**src/rtl/inst_encoder_writer.sv**
```systemverilog
// Packs RISC-V instruction fields into 32-bit words and streams them into IMEM.
// Define INST_ENCODER_IMM_CHECK_EN to compile in immediate range checking on err.
module inst_encoder_writer #(
  parameter int ADDR_WIDTH = 14,
  parameter int START_ADDR = 0
) (
  input  logic                  clk,
  input  logic                  rst,
  input  logic                  start,
  input  logic                  clear,
  input  logic                  in_valid,
  output logic                  in_ready,
  input  logic [2:0]            fmt,
  input  logic [6:0]            opcode,
  input  logic [2:0]            funct3,
  input  logic [6:0]            funct7,
  input  logic [4:0]            rd,
  input  logic [4:0]            rs1,
  input  logic [4:0]            rs2,
  input  logic [31:0]           imm,
  output logic                  imem_we,
  input  logic                  imem_ready,
  output logic [ADDR_WIDTH-1:0] imem_addr,
  output logic [31:0]           imem_din,
  output logic [ADDR_WIDTH:0]   words_written,
  output logic                  err
);

  localparam logic [ADDR_WIDTH-1:0] START_A = ADDR_WIDTH'(START_ADDR);
  localparam logic [ADDR_WIDTH-1:0] LAST_A  = '1;
  localparam logic [ADDR_WIDTH-1:0] ADDR_ONE = ADDR_WIDTH'(1);
  localparam logic [ADDR_WIDTH:0]   CNT_ONE  = (ADDR_WIDTH + 1)'(1);

  localparam logic [2:0] FMT_R = 3'd0;
  localparam logic [2:0] FMT_I = 3'd1;
  localparam logic [2:0] FMT_S = 3'd2;
  localparam logic [2:0] FMT_B = 3'd3;
  localparam logic [2:0] FMT_U = 3'd4;
  localparam logic [2:0] FMT_J = 3'd5;

  localparam logic [31:0] NOP_WORD = 32'h0000_0013;

  typedef enum logic [1:0] {
    IDLE   = 2'd0,
    STREAM = 2'd1,
    FULL   = 2'd2
  } state_t;

  state_t                r_state;
  state_t                w_state_nxt;
  logic                  r_we;
  logic [31:0]           r_din;
  logic [ADDR_WIDTH-1:0] r_addr;
  logic [ADDR_WIDTH:0]   r_count;

  logic        w_ready;
  logic        w_fire;
  logic        w_accept;
  logic        w_start;
  logic        w_at_last;
  logic [31:0] w_word;

  assign w_fire    = r_we && imem_ready;
  assign w_at_last = (r_addr == LAST_A);
  assign w_start   = (r_state == IDLE) && start && !clear;
  assign in_ready  = w_ready && rst;
  assign w_accept  = in_valid && in_ready;

  // Gating with rst keeps IMEM from completing a write in a reset cycle.
  assign imem_we       = r_we && rst;
  assign imem_din      = r_din;
  assign imem_addr     = r_addr;
  assign words_written = r_count;

  always_comb begin
    // NOTE: defaults first so every path assigns each output and no latch is inferred.
    w_word = NOP_WORD;
    case (fmt)
      FMT_R: w_word = {funct7, rs2, rs1, funct3, rd, opcode};
      FMT_I: w_word = {imm[11:0], rs1, funct3, rd, opcode};
      FMT_S: w_word = {imm[11:5], rs2, rs1, funct3, imm[4:0], opcode};
      FMT_B: w_word = {imm[12], imm[10:5], rs2, rs1, funct3, imm[4:1], imm[11], opcode};
      FMT_U: w_word = {imm[31:12], rd, opcode};
      FMT_J: w_word = {imm[20], imm[10:1], imm[11], imm[19:12], rd, opcode};
      default: w_word = NOP_WORD;
    endcase
  end

  // A request is refused once the word for the last address is already pending,
  // so the stream never runs past the top of IMEM.
  always_comb begin
    w_state_nxt = r_state;
    w_ready     = 1'b0;
    case (r_state)
      IDLE: begin
        if (start) w_state_nxt = STREAM;
      end
      STREAM: begin
        w_ready = !r_we || (imem_ready && !w_at_last);
        if (w_fire && w_at_last) w_state_nxt = FULL;
      end
      FULL: begin
        w_state_nxt = FULL;
      end
      default: begin
        w_state_nxt = IDLE;
      end
    endcase
    if (clear) begin
      w_state_nxt = IDLE;
      w_ready     = 1'b0;
    end
  end

  always_ff @(posedge clk) begin
    // NOTE: sequential state is updated with non-blocking assignments only.
    if (!rst) r_state <= IDLE;
    else      r_state <= w_state_nxt;
  end

  always_ff @(posedge clk) begin
    if (!rst) begin
      r_we    <= 1'b0;
      r_din   <= '0;
      r_addr  <= START_A;
      r_count <= '0;
    end else begin
      if (clear)         r_we <= 1'b0;
      else if (w_accept) r_we <= 1'b1;
      else if (w_fire)   r_we <= 1'b0;

      if (w_accept) r_din <= w_word;

      if (w_start) begin
        r_addr  <= START_A;
        r_count <= '0;
      end else if (w_fire && !clear) begin
        if (!w_at_last) r_addr <= r_addr + ADDR_ONE;
        r_count <= r_count + CNT_ONE;
      end
    end
  end

`ifdef INST_ENCODER_IMM_CHECK_EN
  logic               r_err;
  logic               w_imm_bad;
  logic signed [31:0] w_imm_s;

  assign w_imm_s = $signed(imm);

  always_comb begin
    w_imm_bad = 1'b0;
    case (fmt)
      FMT_R:        w_imm_bad = 1'b0;
      FMT_I, FMT_S: w_imm_bad = (w_imm_s < -32'sd2048) || (w_imm_s > 32'sd2047);
      FMT_B:        w_imm_bad = (w_imm_s < -32'sd4096) || (w_imm_s > 32'sd4094) || imm[0];
      FMT_U:        w_imm_bad = (imm[11:0] != 12'd0);
      FMT_J:        w_imm_bad = (w_imm_s < -32'sd1048576) || (w_imm_s > 32'sd1048574) || imm[0];
      default:      w_imm_bad = 1'b1;
    endcase
  end

  // Sticky until the next start; clear alone does not wipe the error.
  always_ff @(posedge clk) begin
    if (!rst)                        r_err <= 1'b0;
    else if (w_start)                r_err <= 1'b0;
    else if (w_accept && w_imm_bad)  r_err <= 1'b1;
  end

  assign err = r_err;
`else
  assign err = 1'b0;
`endif

endmodule
```
**config.mk**
```make
export PLATFORM = sky130hd
export DESIGN_NAME = inst_encoder_writer
export DESIGN_NICKNAME = d
export VERILOG_FILES = /design/src/rtl/inst_encoder_writer.sv
export SDC_FILE = /design/constraint.sdc
export NUM_CORES = 1
export LEC_CHECK = 0
export ABC_AREA = 1
export CAP_MARGIN = 5
export CORE_MARGIN = 2
export CORE_UTILIZATION = 40
export CTS_CLUSTER_SIZE = 30
export DETAILED_ROUTE_END_ITERATION = 10
export PLACE_DENSITY = 0.73
export SLEW_MARGIN = 10
export SYNTH_ARGS = -nofsm -noshare
export SYNTH_HDL_FRONTEND = slang
export SYNTH_SLANG_ARGS = --single-unit
```
**constraint.sdc**
```tcl
create_clock -name clk -period 1.7 [get_ports clk]
set_input_delay 0.255 -clock clk [delete_from_list [all_inputs] [get_ports clk]]
set_output_delay 0.255 -clock clk [all_outputs]
set_load 0.005 [all_outputs]
```
# Word level (Yosys, flattened, before mapping)
# Index checks and enable logic that the tools add are counted.
# totals
wordCells,47
input_bits,73
reg_bits,64
# classes
addsub,2
n_eq_ne,10
reduce_logical,20
n_mux,8
bitwise_logic,2
# ops
cell,n
$pmux W32 S6,1
$add A15 B1 Y15 const B,1
$add A14 B1 Y14 const B,1
$eq A14 B14 Y1 const B,1
$logic_and A1 B1 Y1,9
$eq A3 B2 Y1 const B,2
$eq A3 B3 Y1 const B,2
$pmux W2 S3,1
$mux W1,4
$mux W2,2
$ne A2 B2 Y1 const B,2
$reduce_and A2 Y1,2
$reduce_or A2 Y1,2
$eq A3 B1 Y1 const B,1
$logic_not A1 Y1,3
$logic_not A3 Y1,1
$eq A2 B1 Y1 const B,1
$eq A2 B2 Y1 const B,1
$logic_not A2 Y1,1
$not A1 Y1,2
$reduce_bool A2 Y1,1
$logic_or A1 B1 Y1,1

# Longest topological paths before layout
# logic_depth
word_depth,9
depth_mapped,11
ltp_nobuf,9

# Least setup slack after synthesis
# No wires, ideal clock.
# synth_timing
kind,reg-to-reg
from,"reg r_addr[0], in the netlist imem_addr[0]"
to,"reg r_din[10], in the netlist imem_din[10]"
stages_incl_launch_ff,11
arrival_time_ns,1.485
path_slack_ns,0.102
synth_period_minus_slack_ns,1.598
setup_ns,0.113
required_time_ns,1.587
n_path_buf,2
cell_sequence,dfxtp_1 -> ha_1 -> nand3_1 -> nor2_1 -> nand4_1 -> nand3_2 -> buf_6 -> buf_4 -> nand2_1 -> nand2_1 -> nor2_1
# synth_via
elab_chain_len,8
# synth_rtl
item,line,source
"start, declared",53,logic [ADDR_WIDTH-1:0] r_addr;
"start signal, assigned",138,if (!w_at_last) r_addr <= r_addr + ADDR_ONE;
$eq A14 B14 Y1,64,assign w_at_last = (r_addr == LAST_A);
$logic_not A1 Y1,-,
$logic_and A1 B1 Y1,99,w_ready = !r_we || (imem_ready && !w_at_last);
$logic_or A1 B1 Y1,99,
$mux W1,94,case (r_state)
$mux W1,109,if (clear) begin
$logic_and A1 B1 Y1,66,assign in_ready = w_ready && rst;
$logic_and A1 B1 Y1,67,assign w_accept = in_valid && in_ready;
"end signal, assigned",132,if (w_accept) r_din <= w_word;
"end, declared",52,logic [31:0] r_din;
# No other way between the ends.
# A chain may end at the register's enable or synchronous reset.

# Final worst setup path
# layout_timing
from,"reg r_addr[0], in the netlist imem_addr[0]"
to,out in_ready
# layout_via
elab_chain_len,7
# layout_rtl
item,line,source
$eq A14 B14 Y1,64,
$logic_not A1 Y1,-,
$logic_and A1 B1 Y1,99,
$logic_or A1 B1 Y1,99,
$mux W1,94,
$mux W1,109,
$logic_and A1 B1 Y1,66,
"end, declared",12,"output logic in_ready,"
# No other way between the ends.

==> results.yml <==
clock_tree:
  htreeDepth: 3
  cts_tree: "yes"
  clock_path_buffers: 2
  clk_latency_ns: 0.33
  numCtsBuffers: 9
  postCtsHoldBufs: 0
  cts_sinks: 64
  root_buffer: "clkbuf_8"
  path_clk_slew_ns: 0.07
placement:
  dp_hpwl_um: 8620
  place.gp.congestion: 0.944
  io_buffers: 135
  placed_area_mm2: 0.00552
worst_setup_path:
  reg2regPathDepth: 11
  endpoint_kind: "output pin"
  worst_setup_path_start_kind: "flop"
  regToRegStartpoint: "imem_addr[0]"
  arrival_ns: 1.41
  criticalPathCategory: "flop to output pin"
  crit_fanout: 2
  crit_buf_inv: 2
  r2r_end: "imem_din[5]"
  worstPathCellList: "ha_4 -> nand3_4 -> nor2_4 -> nand4_1 -> nand2_1 -> inv_2 -> clkbuf_2"
  max_stage_delay_ns: 0.36
  slowest_stage: "dfxtp_2"
  reg2reg_slack_ns: 0.10
  path_delay_family: "simple AND/OR/NAND/NOR gates"
  cp.required_ns: 1.44
sta:
  timing.fmax_mhz: 600
  setup_viol: 0
  skew_ns: 0.00615
  post-route-period-util_pct: 98.0
  rsz0062_at_grt: "true"
  hold-worst-slack_ns: 0.443
  final_max_slew_viol_count: 0
  finalHoldViolCount: 0
  min_period_ns: 1.67
finish:
  drive_gt1_share_pct: 13.1
  final_cell_mix: "nand2_1, clkdlybuf4s50_1, nor2_1"
  num_antenna_cells: 0
  final_area_mm2: 0.00594
  mostFrequentLayoutCell: "nand2_1"
  fin_util_pct: 64.9
  finalNetCount: 876
  area_growth_pct: 58.4
global_route:
  grt_pass1_wl_um: 18700
  grt_antenna_before_repair: 0
  overflow: 0
  grt_start_max_net_pins: 25
  grt_pass1_vias: 4156
  grt.total_usage_pct: 22.9
synth:
  ys_ff_latch: 64
  avgSynthCellArea_um2: 6.14
  yosysWarnings: 0
  synth_cell_type_count: 32
  yosysSeqAreaShare_pct: 34.1
  synth_area_mm2: 0.00375
  synth_nets: 689
  syn_inst: 611
die:
  dieArea_mm2: 0.0102
  initial_core_util_pct: 41.0
  die_w_um: 101
  fp.dieH_um: 101
  core_area_mm2: 0.00915
  io_pins: 137
  rows: 35
routing:
  routed_wl_um: 11500
  drc: 0
  ant_nets: 0
  first_pass_iters: 5
  routed_via_density: 4.76
  vias: 4348
  drtIter0Drc: 128
  wire_per_inst_um: 12.5
power:
  p_leak_uw: 0.00260
  power_density_mw_per_mm2: 591
  ir_drop_mv: 0.453
hold_path:
  worstHoldStart: "rst"
  min_path_cells: 3
  min_to: "r_we"
  hold_class: "primary input to flop"
job:
  max_cap_viol_count: 0
outcome:
  status: "finished, final reports clean"
==> where the power goes <==
| part | switching [uW] | internal (uW) |
|---|---|---|
| Combinational | 236 | 299 |
| Sequential | 9.85 | 1520 |
| Clock | 594 | 858 |
| Total | 839 | 2670 |
==> metal layers <==
metal | vias up | routed length (um) | GRT usage (%)
li1 | 2248 | - | -
met1 | 1980 | 4720 | 26.8
met2 | 98 | 6040 | 42.4
met3 | 22 | 459 | 3.05
met4 | 0 | 236 | 8.43
met5 | - | 0 | 0
==> tightest hold or removal path: cells and delay by family <==
family,cells,cell delay (ns)
AOI/OAI and AO/OA,1,0.05
and+or+nand+nor,1,0.15
buffers and inverters,1,0.27
==> synth_stat cells (all sizes together) <==
cell / n / area (um^2)
nand2: 172 / 648
nor2: 107 / 422
inv: 100 / 375
dfxtp: 64 / 1280
nand3: 44 / 230
a21oi: 25 / 125
buf: 18 / 120
nand4: 16 / 100
o21ai: 15 / 75.1
o21bai: 11 / 82.6
clkbuf: 6 / 22.5
xnor2: 6 / 52.6
ha: 5 / 62.6
xor2: 4 / 35.0
nand3b: 3 / 22.5
nor3: 3 / 15.0
or2: 3 / 18.8
a22o: 2 / 17.5
o211ai: 2 / 15.0
clkinv: 1 / 3.75
conb: 1 / 3.75
nor3b: 1 / 7.51
o31ai: 1 / 7.51
or3b: 1 / 8.76
==> how the worst max path moves through the flow <==
stage	from	end	cells after the start
2_1_floorplan	imem_addr[0]	imem_din[10]	10
3_3_place_gp	rst	in_ready	6
3_5_place_dp	rst	in_ready	6
4_1_cts	imem_addr[1]	in_ready	7
5_1_grt	imem_addr[0]	in_ready	7
6_report	imem_addr[0]	in_ready	7
==> through the flow <==
stage	TNS, ns	cells	setup slack [ns]	total power, uW
after floorplan	0	611	0.102	1780
after global placement	-6.52	886	-0.239	2070
after detailed placement	-8.04	886	-0.226	2080
after CTS	-0.0462	906	-0.0462	3530
after global routing	-0.0587	914	-0.0580	3680
final	0	914	0.0339	3510
==> repair_timing <==
item | CTS | global route
buffers inserted | 3 | 10
resized for setup | 15 | 10
endpoints found under the setup margin | 23 | 45
gates cloned | 2 | 0
pin swaps | 4 | 5
==> logic make-up (layout without fill, tap and decap cells) <==
kind of cell,Yosys count,count (layout),synth area share (%)
AOI/OAI and AO/OA,56,56,8.60
xor gates and xnor gates,10,10,2.33
adders and majority gates,5,5,1.67
buffers and inverters,125,317,13.9
DFF,64,64,34.1
other,1,1,0.0999
and+or+nand+nor,350,350,39.2
==> state kept, by name, summed over array words and instances (netlist names) <==
signal         flops
imem_din          32
r_we               1
words_written     15
r_state            2
imem_addr         14
==> area by class of cell <==
type	count	area, um^2
repair buffers	200	1900
fillers	807	3210
inverters	101	379
well taps	111	139
clock buffers	10	138
multi-input cells	422	2020
flip-flops and latches	64	1280
clock inverters	6	82.6
Power figures use the tool's default switching activity.
